File: config.mk
export PLATFORM = sky130hd
export DESIGN_NAME = hamming_encode_engine
export DESIGN_NICKNAME = d
export VERILOG_FILES = /design/src/rtl/hamming_encode_engine.sv
export SDC_FILE = /design/constraint.sdc
export NUM_CORES = 1
export LEC_CHECK = 0
export BUFFER_PORTS_ARGS = -buffer_cell sky130_fd_sc_hd__buf_2
export CORE_MARGIN = 2
export CORE_UTILIZATION = 52
export CTS_CLUSTER_SIZE = 12
export DETAILED_ROUTE_END_ITERATION = 8
export GPL_TIMING_DRIVEN = 1
export MAX_ROUTING_LAYER = met4
export PLACE_DENSITY_LB_ADDON = 0.15
export SYNTH_ARGS = -nofsm -noshare
export SYNTH_HDL_FRONTEND = slang
export SYNTH_SLANG_ARGS = --single-unit
File: constraint.sdc
create_clock -name CLK -period 2.1 [get_ports CLK]
set_input_delay 0.42 -clock CLK [delete_from_list [all_inputs] [get_ports CLK]]
set_output_delay 0.42 -clock CLK [all_outputs]
set_load 0.01 [all_outputs]
File: src/rtl/hamming_encode_engine.sv
// rtl/hamming_encode_engine.sv - SECDED Hamming encoder acting as an alternate data-memory master
module hamming_encode_engine #(
    parameter int NUM_MSG  = 15,
    parameter int SRC_BASE = 0,
    parameter int DST_BASE = 30,
    parameter int AW       = 8
) (
    input  logic          CLK,
    input  logic          Reset,
    input  logic          go,
    output logic [AW-1:0] mem_addr,
    input  logic [7:0]    mem_rd_data,
    output logic          mem_wr_en,
    output logic [7:0]    mem_wr_data,
    output logic          busy,
    output logic          halt,
    output logic [3:0]    msg_idx
);

    typedef enum logic [2:0] {
        S_IDLE,
        S_RD_LO,
        S_RD_HI,
        S_WR_LO,
        S_WR_HI,
        S_DONE
    } state_t;

    state_t        state;
    state_t        state_nxt;
    logic [11:1]   d;
    logic          p8, p4, p2, p1, p0;
    logic [15:0]   cw;
    logic [AW-1:0] idx_x2;
    logic          last_msg;
    logic          wr_req;

    // Byte offset of the current message; wraps with the address width.
    assign idx_x2   = AW'({msg_idx, 1'b0});
    assign last_msg = (msg_idx == 4'(NUM_MSG - 1));

    // State, message index and latched message bits.
    always_ff @(posedge CLK) begin
        if (Reset) begin
            state   <= S_IDLE;
            msg_idx <= '0;
            d       <= '0;
        end else begin
            state <= state_nxt;
            case (state)
                S_IDLE, S_DONE: if (go) msg_idx <= '0;
                S_RD_LO:        d[8:1]  <= mem_rd_data;
                S_RD_HI:        d[11:9] <= mem_rd_data[2:0];
                S_WR_HI:        if (!last_msg) msg_idx <= msg_idx + 4'd1;
                default:        ;
            endcase
        end
    end

    // Parity bits and codeword assembly from the latched message.
    always_comb begin
        p8 = ^d[11:5];
        p4 = (^d[11:8]) ^ (^d[4:2]);
        p2 = d[11] ^ d[10] ^ d[7] ^ d[6] ^ d[4] ^ d[3] ^ d[1];
        p1 = d[11] ^ d[9] ^ d[7] ^ d[5] ^ d[4] ^ d[2] ^ d[1];
        p0 = (^d) ^ p8 ^ p4 ^ p2 ^ p1;
        cw = {d[11:5], p8, d[4:2], p4, d[1], p2, p1, p0};
    end

    // Next-state decode and memory-port drive.
    always_comb begin
        state_nxt   = state;
        mem_addr    = '0;
        mem_wr_data = '0;
        wr_req      = 1'b0;
        busy        = 1'b0;
        halt        = 1'b0;
        case (state)
            S_IDLE: begin
                if (go) state_nxt = S_RD_LO;
            end
            S_RD_LO: begin
                busy      = 1'b1;
                mem_addr  = AW'(SRC_BASE) + idx_x2;
                state_nxt = S_RD_HI;
            end
            S_RD_HI: begin
                busy      = 1'b1;
                mem_addr  = AW'(SRC_BASE) + idx_x2 + AW'(1);
                state_nxt = S_WR_LO;
            end
            S_WR_LO: begin
                busy        = 1'b1;
                mem_addr    = AW'(DST_BASE) + idx_x2;
                wr_req      = 1'b1;
                mem_wr_data = cw[7:0];
                state_nxt   = S_WR_HI;
            end
            S_WR_HI: begin
                busy        = 1'b1;
                mem_addr    = AW'(DST_BASE) + idx_x2 + AW'(1);
                wr_req      = 1'b1;
                mem_wr_data = cw[15:8];
                state_nxt   = last_msg ? S_DONE : S_RD_LO;
            end
            S_DONE: begin
                halt = 1'b1;
                if (go) state_nxt = S_RD_LO;
            end
            default: state_nxt = S_IDLE;
        endcase
    end

    // Reset kills the strobe in the cycle it is sampled so no write lands at that edge.
    assign mem_wr_en = wr_req & ~Reset;

endmodule

* After elaboration in Yosys (flattened, before gate mapping)
Index checks and enable logic that the tools add are counted.
Widths: inputs -> output; s select.
** Cells by class
- Add/sub/neg operators :: 4
- Reduce and logical (&&, ||, !) cells :: 10
- Equality and inequality tests :: 8
- Shift operators :: 0
- Multiplexer cells :: 11
- Magnitude comparators :: 0
- Multipliers :: 0
- Bitwise operators :: 19
- Divide/modulo/power cells :: 0
** Operators by type and width (number)
- $pmux 7 s4 :: 1
- $xor 1x1->1 :: 17
- $pmux 8 s2 :: 1
- $pmux 3 s5 :: 1
- $reduce_xor 11->1 :: 1
- $mux 4 :: 2
- $pmux 4 s2 :: 1
- $add 6x1->7 const B :: 1
- $reduce_xor 7->1 :: 1
- $add 5x1->6 const B :: 1
- $add 5x5->6 const A :: 1
- $eq 3x2->1 const B :: 2
- $eq 3x3->1 const B :: 2
- $mux 3 :: 2
- $add 4x1->4 const B :: 1
- $eq 4x4->1 const B :: 1
- $reduce_or 2->1 :: 2
- $reduce_or 4->1 :: 1
- $reduce_xor 4->1 :: 1
- $eq 3x1->1 const B :: 1
- $logic_not 3->1 :: 1
- $mux 1 :: 3
- $reduce_and 3->1 :: 1
- $reduce_xor 3->1 :: 1
- other kinds (5) :: 5
** Storage, ports and cells
- RAM bits :: 0
- Output and inout bits :: 23
- Memories kept :: 0
- ROM bits :: 0
- Flip-flop bits (word level) :: 18
- Latch bits :: 0
- Bits of input ports :: 11

* Longest topological paths before layout
- Depth in word-level cells :: 9
- Mapped depth :: 7
- Depth with buffers taken out :: 6

* Worst setup path before layout
OpenSTA, ideal clock, no wires.
- Kind :: reg-to-reg
- Start :: register msg_idx[0]
- End :: register msg_idx[1]
- Arrival time :: 1.772 ns
- Cell stages (with the launch flop) :: 8
- Buffers on the path :: 1
- Slack :: 0.258 ns
- Data required time :: 2.030 ns
- Period minus slack after synthesis :: 1.842 ns
- Path through :: dfxtp_1 -> clkbuf_1 -> inv_1 -> ha_1 -> nand4b_1 -> a32oi_1 -> or4b_1 -> a21oi_1
** On the way
- Cells in the longest elaborated chain, start to end :: 3
- Elaborated cells on any way between the ends :: 6
** Ends and longest elaborated chain
- start, declared :: RTL line 17 : output logic [3:0] msg_idx
- start signal, assigned :: RTL line 54 : S_WR_HI: if (!last_msg) msg_idx <= msg_idx + 4'd1;
- $add 4x1->4 or $eq 4x4->1 (tied branches) :: RTL line 54, 40
- $mux 4 or $ne 2x2->1 (tied branches)
- $pmux 4 s2 or $reduce_and 3->1 (tied branches)
Parallel ways exist; a longest one is shown, timed or not. The select of a mux whose other input is x is not followed.
A chain may end at the register's enable or synchronous reset.

* Final worst setup path
- Start :: register d[11] (netlist bit)
- End :: output port mem_wr_data[0]
** On the way
- Cells in the longest elaborated chain, start to end :: 9
- Elaborated cells on any way between the ends :: 21
** Ends and longest elaborated chain
- start, declared :: RTL line 31 : logic [11:1] d;
- $xor 1x1->1 (6 in a row) :: RTL line 64 : p2 = d[11] ^ d[10] ^ d[7] ^ d[6] ^ d[4] ^ d[3] ^ d[1];
- $xor 1x1->1 (2 in a row) :: RTL line 66 : p0 = (^d) ^ p8 ^ p4 ^ p2 ^ p1;
- $pmux 8 s2 (*) :: RTL line 78 : case (state)
- end, declared :: RTL line 14 : output logic [7:0] mem_wr_data,
Mark *: on every way between the ends. The rest lies on a longest branch, timed or not.

==> results.yml <==
outcome:
  status: "finished, violations left"
  failed_checks: "negative setup slack"
placed_design:
  dpl-instance-area_sq_mm: 0.00146
  dp_slack_ns: 0.0808
  gp_congestion: 0.838
  port_buffers: 31
  dp_hpwl_mm: 2.25
worst_setup_path:
  critPathArrivalTime_ns: 1.81
  critPathLaunchType: "flop"
  critPathMaxFanout: 3
  end_kind: "output pin"
  cpMaxStageDelayCell: "xnor3_1"
  required_ns: 1.68
  critPathKind: "flop to output pin"
  worstPathCellList: "xnor2_2 -> xnor3_1 -> xnor3_1 -> o2bb2ai_1 -> buf_2"
  max_stage_delay_ns: 0.45
  cp_common_cell: "xnor3_1"
timing:
  hold_viol: 0
  finalSetupViolations: 3
  hold_ws_ns: 0.328
  period_share_pct: 106
  fin_ws_ns: -0.132
  fmax_ghz: 0.448
  setup-tns-final_ns: -0.317
  finClkSkew_ns: 0.00439
  rsz0062_at_grt: "yes"
  slew_violations: 0
  worst_pin_slew_ns: 0.567
  relSlewSlack_pct: 62.0
  min_period_ns: 2.23
cts:
  clock-sinks: 18
  clk_latency_ns: 0.31
  cts_tree: "yes"
  cts_made_buffers: 3
  clockRootBuffer: "clkbuf_4"
  hold_buffers: 0
  clk_pin_slew_ns: 0.11
  cts_buffer_depth: 2
  htree_levels: 1
floorplanning:
  die_width_um: 53.8
  die_h_um: 53.8
  start_util_pct: 53.6
  core_sq_mm: 0.00241
  row_count: 18
  dieArea_sq_mm: 0.00290
  io_pins: 34
power:
  p_per_area_mw_per_mm2: 603
  peakVddDrop_v: 0.000434
  p_leak_nw: 0.711
logic_synthesis:
  syn_area_sq_mm: 0.00129
  yosysUniqueCellTypes: 35
  synth_area_per_cell_sq_um: 7.87
  synth_top_area_cell: "dfxtp_1"
  yosysSeqAreaShare_pct: 27.9
  synth_seq_cells: 18
  netlist.area_leader.share_pct: 27.9
  yosys-top-cells-area: "dfxtp_1, xnor2_1, a21oi_1"
  yosysWarnings: 0
  synth-edff-count: 0
  synthArstFlopShare_pct: 0
  ys.flop_type: "dfxtp_1"
  synthCells: 164
drt:
  wl_per_cell_um: 15.2
  drtAntennaViolNets: 0
  finalWirelength_mm: 3.41
  drt-pass1-iter-count: 4
  vias: 1281
  drc: 0
  dr.first_iter.drc_count: 37
  vias_per_cell: 5.69
finish:
  antennaDiodeCount: 0
  fin_nets: 210
  area_growth_pct: 29.4
  final_cell_mix: "buf_2, a21oi_1, nand2_1"
  final_cell_area_sq_mm: 0.00167
  final_common_cell: "buf_2"
  drive_gt1_share_pct: 35.9
global_routing:
  grt_util_met1_pct: 32.3
  antenna_found_initial: 0
  grt_pass1_wl_mm: 4.88
  grt_pass1_vias: 1064
  met2_usage_pct: 37.4
  grtUsageTotal_pct: 24.7
  gr-usage-met3_pct: 3.61
  busiest_layer: "met2"
  grt_max_degree: 20
  gr-total-overflow: 0
hold_path:
  hp-class: "input pin to flop"
job:
  maxCapViolations: 0
state kept, by name, indices dropped and copies added (netlist names):
name / flops
msg_idx: 4
state: 3
d: 11
critical path: cells and delay by family (launching register included):
kind                      cells  cell delay, ns
DFF                           1            0.41
buffers and inverters         1            0.16
AOI/OAI and AO/OA             1            0.16
xor gates and xnor gates      3            0.76
per-stage QoR:
step | power, mW | util, % | cells
6_report | 1.01 | 69.3 | 225
5_1_grt | 1.06 | 69.3 | 225
4_1_cts | 0.975 | 67.3 | 223
3_5_place_dp | 0.718 | 60.7 | 217
3_3_place_gp | 0.707 | 60.7 | 217
2_1_floorplan | 0.643 | - | 165
layer usage:
| metal | vias up | routed length [um] |
|---|---|---|
| met5 | - | 0 |
| met4 | 0 | 78 |
| met3 | 8 | 184 |
| met2 | 45 | 1590 |
| met1 | 604 | 1560 |
| li1 | 624 | - |
cell families after synthesis:
family / after synthesis / synth area share, %
AO/OA/AOI/OAI: 48 / 21.6
AND/OR/NAND/NOR: 48 / 18.5
XOR/XNOR: 23 / 19.9
buffers and inverters: 20 / 6.59
flip-flops: 18 / 27.9
adder cells (fa/ha/maj): 3 / 2.91
multiplexers: 3 / 2.33
other: 1 / 0.290
synthesized netlist by cell type (2+ instances only):
library cell	instances
nand2b_1	2
nand3_1	2
ha_1	3
buf_4	2
clkbuf_1	10
or4_1	2
nor3b_1	3
nor2b_1	2
dfxtp_1	18
o22ai_1	6
xor2_1	8
a21oi_1	19
xnor3_1	4
nor2_1	13
mux2i_1	3
and2_1	2
a22o_1	4
xnor2_1	11
a22oi_1	2
buf_2	2
nand2_1	16
o21ai_0	12
inv_1	6
area by class of cell:
cell class | count | area, sq um
flip-flops and latches | 18 | 394
clock buffers | 4 | 36.3
fillers | 179 | 739
well taps | 30 | 37.5
inverters | 6 | 22.5
multi-input cells | 127 | 957
repair buffers | 40 | 223
what timing repair did:
action,in CTS,in global routing
setup endpoints to repair,14,14
setup buffers,2,2
pin swaps,5,5
hold endpoints to repair,0,0
gates resized for setup,24,13
final timing paths:
| kind | start | to | slack [ns] | depth (start not counted) |
|---|---|---|---|---|
| max reg2reg | state[0] | msg_idx[1] | 0.37 | 5 |
| min | mem_rd_data[3] | d[4] | 0.33 | 3 |
| max | d[11] | mem_wr_data[0] | -0.13 | 5 |
| min reg2reg | d[6] | d[6] | 0.53 | 2 |
power by group:
group	total, mW	internal [mW]	leakage, nW	switching [mW]
Clock	0.231	0.106	0.0210	0.125
Sequential	0.408	0.363	0.154	0.0451
Combinational	0.369	0.199	0.537	0.170
Power figures use the tool's default switching activity.
